`src/rtl/obi_mgr.sv`:
```
// ============================================================================
// obi_mgr : OBI manager turning a command stream into in-order OBI transactions.
// Optional watchdog: define OBI_MGR_TIMEOUT_EN.      Revision: 1.0
// ============================================================================
`default_nettype none

module obi_mgr #(
  parameter int ADDR_WIDTH      = 32,
  parameter int DATA_WIDTH      = 32,
  parameter int MAX_OUTSTANDING = 2,
  parameter int TIMEOUT_CYCLES  = 256
) (
  input  logic                    clk_i,
  input  logic                    rstn_i,
  input  logic                    cmd_valid_i,
  output logic                    cmd_ready_o,
  input  logic [ADDR_WIDTH-1:0]   cmd_addr_i,
  input  logic                    cmd_we_i,
  input  logic [DATA_WIDTH/8-1:0] cmd_be_i,
  input  logic [DATA_WIDTH-1:0]   cmd_wdata_i,
  output logic                    obi_req_o,
  input  logic                    obi_gnt_i,
  output logic [ADDR_WIDTH-1:0]   obi_addr_o,
  output logic                    obi_we_o,
  output logic [DATA_WIDTH/8-1:0] obi_be_o,
  output logic [DATA_WIDTH-1:0]   obi_wdata_o,
  input  logic                    obi_rvalid_i,
  input  logic [DATA_WIDTH-1:0]   obi_rdata_i,
  output logic                    rsp_valid_o,
  output logic                    rsp_we_o,
  output logic [DATA_WIDTH-1:0]   rsp_rdata_o,
  output logic                    busy_o,
  output logic                    proto_err_o,
  output logic                    timeout_o
);

  localparam int BE_W = DATA_WIDTH / 8;
  localparam int CW   = $clog2(MAX_OUTSTANDING + 1);
  localparam logic [CW:0] MAX_C = (CW+1)'(MAX_OUTSTANDING);

  typedef enum logic [1:0] {
    ST_IDLE  = 2'd0,
    ST_ISSUE = 2'd1,
    ST_WAIT  = 2'd2
  } state_t;

  logic                       req_q,   req_d;
  logic [ADDR_WIDTH-1:0]      addr_q,  addr_d;
  logic                       we_q,    we_d;
  logic [BE_W-1:0]            be_q,    be_d;
  logic [DATA_WIDTH-1:0]      wdata_q, wdata_d;
  logic [CW-1:0]              cnt_q,   cnt_d;
  logic [MAX_OUTSTANDING-1:0] fifo_q,  fifo_d;
  logic                       rsp_valid_q, rsp_valid_d;
  logic                       rsp_we_q,    rsp_we_d;
  logic [DATA_WIDTH-1:0]      rsp_rdata_q, rsp_rdata_d;
  logic                       perr_q,      perr_d;

  logic          w_hs, w_acc, w_rv_ok, w_stray, w_busy;
  logic [CW-1:0] w_push_idx;
  state_t        w_state;

  assign w_hs    = req_q & obi_gnt_i;
  // Same-cycle rvalid is not credited here, keeping ready off the R channel.
  assign cmd_ready_o = (!req_q || obi_gnt_i) &&
                       (({1'b0, cnt_q} + (CW+1)'(w_hs)) < MAX_C);
  assign w_acc   = cmd_valid_i & cmd_ready_o;
  assign w_rv_ok = obi_rvalid_i & (cnt_q != '0);
  assign w_stray = obi_rvalid_i & (cnt_q == '0);
  assign w_push_idx = cnt_q - CW'(w_rv_ok);

  always_comb begin
    w_state = ST_IDLE;
    if (req_q)              w_state = ST_ISSUE;
    else if (cnt_q != '0)   w_state = ST_WAIT;
  end

  assign w_busy = (w_state != ST_IDLE);

  always_comb begin
    req_d       = req_q;
    addr_d      = addr_q;
    we_d        = we_q;
    be_d        = be_q;
    wdata_d     = wdata_q;
    cnt_d       = cnt_q + CW'(w_hs) - CW'(w_rv_ok);
    fifo_d      = fifo_q;
    perr_d      = perr_q | w_stray;
    rsp_valid_d = w_rv_ok;
    rsp_we_d    = w_rv_ok & fifo_q[0];
    rsp_rdata_d = (w_rv_ok && !fifo_q[0]) ? obi_rdata_i : '0;

    if (w_acc) begin
      req_d   = 1'b1;
      addr_d  = cmd_addr_i;
      we_d    = cmd_we_i;
      be_d    = cmd_be_i;
      wdata_d = cmd_wdata_i;
    end else if (w_hs) begin
      req_d = 1'b0;
    end

    // Type FIFO occupancy equals cnt_q; pop shifts down, push lands after the survivors.
    if (w_rv_ok) begin
      for (int i = 0; i < MAX_OUTSTANDING - 1; i++) fifo_d[i] = fifo_q[i+1];
      fifo_d[MAX_OUTSTANDING-1] = 1'b0;
    end
    if (w_hs) begin
      for (int i = 0; i < MAX_OUTSTANDING; i++) begin
        if (CW'(i) == w_push_idx) fifo_d[i] = we_q;
      end
    end
  end

  always_ff @(posedge clk_i or negedge rstn_i) begin
    if (!rstn_i) begin
      req_q       <= 1'b0;
      addr_q      <= '0;
      we_q        <= 1'b0;
      be_q        <= '0;
      wdata_q     <= '0;
      cnt_q       <= '0;
      fifo_q      <= '0;
      rsp_valid_q <= 1'b0;
      rsp_we_q    <= 1'b0;
      rsp_rdata_q <= '0;
      perr_q      <= 1'b0;
    end else begin
      req_q       <= req_d;
      addr_q      <= addr_d;
      we_q        <= we_d;
      be_q        <= be_d;
      wdata_q     <= wdata_d;
      cnt_q       <= cnt_d;
      fifo_q      <= fifo_d;
      rsp_valid_q <= rsp_valid_d;
      rsp_we_q    <= rsp_we_d;
      rsp_rdata_q <= rsp_rdata_d;
      perr_q      <= perr_d;
    end
  end

  assign obi_req_o   = req_q;
  assign obi_addr_o  = addr_q;
  assign obi_we_o    = we_q;
  assign obi_be_o    = be_q;
  assign obi_wdata_o = wdata_q;
  assign rsp_valid_o = rsp_valid_q;
  assign rsp_we_o    = rsp_we_q;
  assign rsp_rdata_o = rsp_rdata_q;
  assign busy_o      = w_busy;
  assign proto_err_o = perr_q;

`ifdef OBI_MGR_TIMEOUT_EN
  localparam int TW = $clog2(TIMEOUT_CYCLES + 1);
  localparam logic [TW-1:0] TMO_C = TW'(TIMEOUT_CYCLES);

  logic [TW-1:0] wd_q, wd_d;
  logic          tmo_q, tmo_d;

  // Any bus progress restarts the watchdog; the stalled transaction is never aborted.
  always_comb begin
    wd_d  = wd_q;
    tmo_d = tmo_q;
    if (!w_busy || w_hs || obi_rvalid_i) wd_d = '0;
    else if (wd_q != TMO_C)              wd_d = wd_q + TW'(1);
    if (wd_d == TMO_C) tmo_d = 1'b1;
  end

  always_ff @(posedge clk_i or negedge rstn_i) begin
    if (!rstn_i) begin
      wd_q  <= '0;
      tmo_q <= 1'b0;
    end else begin
      wd_q  <= wd_d;
      tmo_q <= tmo_d;
    end
  end

  assign timeout_o = tmo_q;
`else
  logic unused_tmo_cfg;
  assign unused_tmo_cfg = (TIMEOUT_CYCLES != 0);
  assign timeout_o      = 1'b0;
`endif

endmodule

`default_nettype wire

```
`config.mk`:
```
export PLATFORM = sky130hd
export DESIGN_NAME = obi_mgr
export DESIGN_NICKNAME = d
export VERILOG_FILES = /design/src/rtl/obi_mgr.sv
export SDC_FILE = /design/constraint.sdc
export NUM_CORES = 1
export LEC_CHECK = 0
export ABC_AREA = 1
export CORE_MARGIN = 2
export CORE_UTILIZATION = 44
export DETAILED_ROUTE_END_ITERATION = 16
export PLACE_DENSITY = 0.86
export SYNTH_ARGS = -nofsm -noshare
export SYNTH_HDL_FRONTEND = slang
export SYNTH_SLANG_ARGS = --single-unit
```
`constraint.sdc`:
```
create_clock -name clk_i -period 3.75 [get_ports clk_i]
set_clock_uncertainty 0.2 [all_clocks]
set_input_delay 0.5625 -clock clk_i [delete_from_list [all_inputs] [get_ports clk_i]]
set_output_delay 0.5625 -clock clk_i [all_outputs]
set_load 0.05 [all_outputs]
```
==> qor.txt <==
Clock latency on the worst-skew pair - 350 ps
Setup Fix Bufs, Post-CTS - 0
Antenna violations before repair - 0
Top delay family on crit path - buffers and inverters
Worst hold slack - 32.7 ps
Worst slew margin - 0.562
Post-Route Utilization - 0.693
All-layer global routing usage - 0.199
Post-CTS Hold Fix Bufs - 0
Buffer and inverter count on the worst path - 2
Share of cells above drive strength 1 - 0.109
First-pass GRT wire length - 17200 um
Io pins - 214
Max Fanout on Critical Path - 6
M2 GR Usage - 0.347
Largest net degree at the start of global routing - 113
Cells along the critical path - nor2_2 -> inv_1 -> o22ai_1 -> clkdlybuf4s50_1
RSZ-0062 raised after global routing - false
Met1 Usage GRT - 0.227
Synth warn - 0
Worst Hold Class - in -> async
DR pass1 iterations - 4
GPL Wtd Cong - 0.735
Drt wl/cell - 13.3 um
CP peak stage delay - 820 ps
Max Fclk - 0.351 GHz
Global Route met3 Usage - 0.0627
Max cap viols - 0
Dpl cells - 772
Stages on worst setup path - 4
DP Area - 6580 um^2
Design Area, Final - 6770 um^2
Vias in the first global route - 3493
Worst R2R Setup Slack - 1810 ps
Outcome - finished clean
CTS max path bufs - 2
Post-synth ARST share - 1.00
Via density - 4.33
H-Tree Depth - 3
Gate Count Post-Synth - 444
DRC errors left - 0
Required time of the critical path - 2990 ps
Flop and latch count out of synthesis - 109
Post-Syn Area - 4440 um^2
Share of the clock period used by the worst path - 0.759
Pre-CTS setup slack - 924 ps
Post-DP HPWL - 7890 um
Syn-to-layout area delta - 52.4%
Most used flip-flop cell after synthesis - dfrtp_1
Die area - 10900 um^2
Non-Filler Instances - 785
Number of port buffers - 212
Top Usage Layer GRT - met2
CTS resizes - 0
Total power - 6.13 mW
Grt ovf - 0
Tightest Pin Transition - 657 ps
Final Hold Fails - 0
Post-route minimum period - 2850 ps
Starting Density - 0.454
Arrival time worst endpoint - 2090 ps
RR Startpoint - cnt_q[0]
NumNets Final - 757
FP Rows - 36
CTS tree - built
DR vias - 3400
Post-DRT Antenna Nets - 0
CTS sink count - 109
Setup TNS - 0 ps
Lkg Pwr - 3.39 nW
Die Y - 104 um
Power Density - 905 nW/um^2
Cell variety after synth - 23
CP max-delay cell - clkdlybuf4s50_1
Syn Nets - 551
Register area share after synthesis - 0.614
Setup WS post-layout - 902 ps
Reg2reg end - obi_wdata_o[17]
Die width - 104 um
Worst setup EP type - primary output
Kind of critical path - reg -> out
Max-slew violations - 0
Routed Wire Length - 10400 um
Mean Syn Cell Area - 10.0 um^2
Worst reg2reg path depth - 5
Drt initial violations - 141
CTS root buffer - clkbuf_8
Peak supply drop - 0.506 mV
Clock-pin slew on the worst setup and hold paths - 90 ps
TritonCTS buffer count - 9
Core footprint - 9770 um^2
Fill cells - 759
Crit start category - register
Final setup fails - 0
Post-synth EDFFs - 0
# diodes - 0
cell type report:
type	instances	area, um^2	area share
multi-input combinational	203	1100	0.163
sequential	109	2730	0.403
clock buffer	11	151	0.0224
tap	133	166	0.0246
timing repair buffer	214	2160	0.319
clock inverter	2	35.0	0.00518
inverter	113	424	0.0627
flip-flops by register name, summed over array words and instances (netlist names):
name / flops
rsp_rdata_o: 32
rsp_we_o: 1
rsp_valid_o: 1
proto_err_o: 1
obi_addr_o: 32
obi_wdata_o: 32
fifo_q: 2
obi_we_o: 1
cnt_q: 2
obi_be_o: 4
obi_req_o: 1
logic make-up after synthesis:
| group | share of synthesized area |
|---|---|
| flops | 0.614 |
| xor+xnor | 0.00395 |
| simple gates | 0.112 |
| compound gates | 0.128 |
| fa+ha+maj | 0.00282 |
| other cells | 0.000844 |
| buf+inv | 0.139 |
layout by cell type (no fill, tap or decap), drive strengths merged:
master and count:
bufinv 1, o21ai 73, ha 1, nand4 2, buf 3, nand3 3
inv 113, clkdlybuf4s50 211, o22ai 1, conb 1, nand2 84, clkinv 1
xor2 1, xnor2 1, dfrtp 109, nor2 35, o21bai 1, clkbuf 11
power by group:
part	internal, mW	switching, mW	total (mW)
Clock	0.334	0.358	0.692
Combinational	1.15	2.41	3.56
Sequential	1.63	0.247	1.88
Total	3.11	3.02	6.13
synth_stat cells (2+ instances only):
library cell    n  area share
o21ai_0        21       0.024
clkbuf_1        2      0.0017
nand4_1         2      0.0028
o21ai_2        50       0.099
o21ai_1         2      0.0023
buf_4           2      0.0034
dfrtp_1       109        0.61
nor2_1         33       0.028
nand2_1        83       0.070
buf_6          15       0.038
nand3_1         2      0.0023
inv_1         112       0.095
worst max path at each step:
stage               from  slack [ps]           to
5_1_grt         cnt_q[0]         750  cmd_ready_o
3_5_place_dp   obi_gnt_i         920  cmd_ready_o
6_report        cnt_q[0]         900  cmd_ready_o
3_3_place_gp   obi_gnt_i         920  cmd_ready_o
4_1_cts         cnt_q[0]         870  cmd_ready_o
2_1_floorplan   cnt_q[0]        1530  cmd_ready_o
per-layer routing:
metal	up-vias	routed length [um]	share of wire
met5	-	0	0
met4	0	211	0.020
met3	16	858	0.082
met2	122	5390	0.52
met1	1559	3970	0.38
li1	1703	-	-
Note: power is estimated with default switching activity, not from simulation.
==> edit 1, RTL diff (config.mk and constraints unchanged) <==
The parameter `MAX_OUTSTANDING` goes from 2 to 4.
--- a/src/rtl/obi_mgr.sv
+++ b/src/rtl/obi_mgr.sv
@@ -9,3 +9,3 @@
   parameter int DATA_WIDTH      = 32,
-  parameter int MAX_OUTSTANDING = 2,
+  parameter int MAX_OUTSTANDING = 4,
   parameter int TIMEOUT_CYCLES  = 256
Behaviour: not the same (Yosys sat finds a counterexample within 4 cycles, from zero or initial values and one cycle with rstn_i low).
==> edit 1 against the original RTL <==
  * Worst setup slack worse by 42 ps
  * Power grew 6.0%
  * Routed wire length increased by 13%
  * Critical path type is now in -> out
  * Clock power grew 14%
  * Sequential cell count is 3 higher
  * Final cell count up 4.7%
  * Largest cell class unchanged
  * Highest routed layer unchanged
  * Critical endpoint unchanged
  * Area after synthesis up 1.5%
  * Final area grew 1.5%
  * Via count rose by 14%
==> edit 1: results (changes against the original RTL) <==
| Metric | Value |
|---|---|
| WL met3 | `807 um (-5.9%)` |
| Switching pwr | `3.23 mW (+7.1%)` |
| Outcome | `complete, no violations` |
| H-tree levels | `3 (unchanged)` |
| CTS buffer count | `9 (unchanged)` |
| Cell family with most CP delay | `simple AND/OR/NAND/NOR gates` |
| Clk root buf | `clkbuf_8` |
| Register area share after synthesis | `62.2% (+0.76 points)` |
| Post-synth ARST share | `100% (unchanged)` |
| TritonCTS clock tree | `done` |
| Share of cells above drive strength 1 | `4.21% (-6.7 points)` |
| GRT Resource Usage Total | `22.0% (+2.2 points)` |
| Max Fanout on Critical Path | `33 (+27)` |
| Hold_buf cts | `0 (unchanged)` |
| Vias in the first global route | `3,915 (+12%)` |
| Worst-path clk slew | `90 ps (about the same)` |
| Leak | `3.41 nW (+0.53%)` |
| Drt via density | `4.73 (+9.3%)` |
| Slowest stage delay, CP | `470 ps (-350 ps)` |
| Initial antenna violation count | `0 (unchanged)` |
| RePlAce Congestion | `0.832 (+13%)` |
| Worst Hold Class | `in -> async` |
| Synth Flop Type | `dfrtp_1` |
| First-pass GRT wire length | `19,300 um (+12%)` |
| Max Used Layer | `met4` |
| Worst skew pair latency | `370 ps (+20 ps)` |
| Post-synthesis adder-cell area fraction | `1.28% (+1.0 points)` |
| Xor/xnor share of the synthesized area | `0.583% (+0.19 points)` |
| Drt total wl | `11,800 um (+13%)` |
| Ys Warns | `0 (unchanged)` |
| Proportion of synthesized area in mux cells | `0% (unchanged)` |
| DP Worst Slack | `841 ps (-83.4 ps)` |
| VDD IR-drop max | `0.000544 V (+7.6%)` |
| Met2 WL | `5900 um (+9.4%)` |
| Post-cts resize count | `0 (unchanged)` |
| First-iteration detailed-routing DRC count | `149 (+5.7%)` |
| GR Util met2 | `37.7% (+3.0 points)` |
| Commonest cells in the netlist | `162 x nand2_1, 112 x dfrtp_1, 76 x nand3_1` |
| Met1 wire length | `4740 um (+19%)` |
| Met1 usage in global routing | `26.3% (+3.5 points)` |
| Antenna cell count | `0 (unchanged)` |
| GR Layer Usage met3 | `5.49% (-0.78 points)` |
| Placement Cell Area | `0.00665 sq mm (+0.99%)` |
| Clock Tree Buf Depth | `2 (unchanged)` |
| Worst-Margin Slew | `1040 ps (+382 ps)` |
| Syn_nets | `595 (+8.0%)` |
| Post-synthesis compound-gate area fraction | `0.583% (-12 points)` |
| Post-CTS Setup Repair Bufs | `0 (unchanged)` |
| DP HPWL | `8530 um (+8.1%)` |
| Worst Path Arrival | `2130 ps (+40 ps)` |
| Quantity of I/O buffers inserted on ports | `212 (unchanged)` |
| # nets final | `795 (+5.0%)` |
| Pre-antenna DRT Iters | `5 (+1)` |
| Largest cells by area after synthesis | `dfrtp_1 62%, nand2_1 13%, nand3_1 8.4%` |
| Distinct cell type count after synthesis | `23 (unchanged)` |
| Worst path slowest cell | `clkdlybuf4s50_1` |
| Largest net degree at the start of global routing | `71 (-37%)` |
edit 1: cell types whose count changed after synthesis, moves of 3 or more:
cell,before,now
buf_4,2,11
nand2_1,83,162
buf_1,0,6
nand2_2,0,3
nand3_1,2,76
dfrtp_1,109,112
o21ai_2,50,1
buf_6,15,7
o21ai_0,21,2
nor2_1,33,41
inv_1,112,46
edit 1: metrics by stage:
| step | std cells | hold slack (ps) | power (mW) |
|---|---|---|---|
| final | 822 | 35.7 | 6.49 |
| after global routing | 822 | 80.2 | 6.86 |
| after CTS | 822 | 50.5 | 6.55 |
| after detailed placement | 807 | 257 | 5.75 |
| after global placement | 807 | 254 | 5.65 |
| after floorplan | 485 | 66.9 | 4.51 |
edit 1: power by group through the flow:
stage               Sequential (mW)  Clock [mW]  Combinational, mW
floorplan                      3.53           0              0.981
global placement               1.95           0               3.70
detailed placement             1.97           0               3.77
CTS                            1.96       0.810               3.78
global route                   2.01       0.858               3.99
finish                         1.95       0.786               3.75
edit 1: worst paths after layout:
| path | end | slack, ps | cells past startpoint | from |
|---|---|---|---|---|
| setup / recovery | cmd_ready_o | 860 | 7 | obi_gnt_i |
| hold / removal | rsp_rdata_o[16] | 40 | 1 | rstn_i |
| setup reg to reg | obi_addr_o[2] | 1250 | 7 | cnt_q[1] |
| hold reg to reg | obi_wdata_o[19] | 280 | 2 | obi_wdata_o[19] |
| max in group asynchronous | rsp_rdata_o[24] | 2550 | 2 | rstn_i |
| min in group clk_i | obi_wdata_o[19] | 280 | 2 | obi_wdata_o[19] |
edit 1: cell type report:
cell class              instances  area [sq um]
inverters                      48           180
clock inverters                 3          65.1
repair buffers                215          2160
flip-flops and latches        112          2800
well taps                     133           166
clock buffers                  12           155
multi-input cells             299          1340
fillers                       784          3000
==> edit 2, RTL diff (same flow settings) <==
Made on the original files. Put one more register stage on the output `proto_err_o`, cleared by the reset. The value now appears one clock later. The other outputs are not delayed to match.
--- a/src/rtl/obi_mgr.sv
+++ b/src/rtl/obi_mgr.sv
@@ -151,3 +151,9 @@
   assign busy_o      = w_busy;
-  assign proto_err_o = perr_q;
+  always_ff @(posedge clk_i or negedge rstn_i) begin
+    if (!rstn_i) begin
+      proto_err_o <= '0;
+    end else begin
+      proto_err_o <= perr_q;
+    end
+  end
 
Behaviour: not the same (a bounded check fails within 4 cycles, from zero or initial values and one cycle with rstn_i low).
==> edit 2 against the original RTL <==
  * Final area increased by 0.55%
  * Highest routed layer unchanged
  * Count of clock-buffer cells in the layout is 1 higher
  * Die area increased by 0.54%
  * Worst setup slack lost 17 ps
  * Maximum frequency decreased by 0.58%
  * Non-clock buffer count up 2
  * Sequential cell count increased by 1
  * Routed wire length up 2.3%
  * Area after synthesis grew 0.56%
  * Global-route usage up 0.37 points
  * Largest power group unchanged
  * Power is 0.89% higher
==> edit 2: results (changes against the original RTL) <==
| Metric | Value |
|---|---|
| Outcome | `complete, no violations` |
| VDD IR-drop max | `0.000540 V (+6.8%)` |
| Rel. slew slack | `37.9% (-18 points)` |
| Post-synthesis adder-cell area fraction | `0.280% (-0.0016 points)` |
| Drt via density | `4.41 (+1.9%)` |
| RePlAce Congestion | `0.820 (+12%)` |
| GR Layer Usage met3 | `5.36% (-0.90 points)` |
| Share of cells above drive strength 1 | `11.4% (+0.51 points)` |
| PD cells | `908 mW/mm^2 (+0.33%)` |
| Synth Instances | `445 (+0.23%)` |
| Placement Cell Area | `0.00660 sq mm (+0.23%)` |
| Fin cells | `791 (+0.76%)` |
| Met1 usage in global routing | `22.6% (-0.15 points)` |
| Commonest cells in the netlist | `112 x inv_1, 110 x dfrtp_1, 83 x nand2_1` |
| First-pass GRT wire length | `17,600 um (+2.4%)` |
| Clock power share | `11.9% (+0.6 points)` |
| WL met3 | `758 um (-12%)` |
| Largest net degree at the start of global routing | `80 (-29%)` |
| Xor/xnor share of the synthesized area | `0.392% (-0.0022 points)` |
| Met1 wire length | `4010 um (+1.1%)` |
| First-iteration detailed-routing DRC count | `127 (-9.9%)` |
| Max Fanout on Critical Path | `3 (-3)` |
| Sw Share | `49.3% (+0.11 points)` |
| GR Util met2 | `36.6% (+1.9 points)` |
| Number of instances in the placed design | `775 (+0.39%)` |
| Syn_nets | `552 (+0.18%)` |
| Vias in the first global route | `3,617 (+3.5%)` |
| Register area share after synthesis | `61.6% (+0.22 points)` |
| P_comb | `3.55 mW (about the same)` |
| Worst reg2reg path endpoint | `obi_addr_o[12]` |
| Met2 WL | `5680 um (+5.4%)` |
-- edit 2: changes by cell type after synthesis, sizes merged --
cell,unedited run,this run
dfrtp,109,110
-- edit 2: cell families (layout without fill, tap and decap cells) --
logic type	count (synthesis)	count (layout)
flip-flops	110	110
AO/OA/AOI/OAI	75	75
XOR/XNOR	2	2
buffers and inverters	132	345
AND/OR/NAND/NOR	124	124
other	1	1
adder cells (fa/ha/maj)	1	1
-- edit 2: worst max-delay path by stage --
stage,slack [ps],end,cells after the start
final,890,cmd_ready_o,4
after global routing,800,cmd_ready_o,4
after CTS,880,cmd_ready_o,4
after detailed placement,880,cmd_ready_o,4
after global placement,920,cmd_ready_o,4
after floorplan,1530,cmd_ready_o,3
-- edit 2: cell type report --
cell class / count / area [sq um]
inverter: 113 / 424
sequential: 110 / 2750
fill: 743 / 3010
clock buffer: 12 / 155
multi-input combinational: 203 / 1100
clock inverter: 4 / 53.8
tap: 133 / 166
timing repair buffer: 216 / 2150
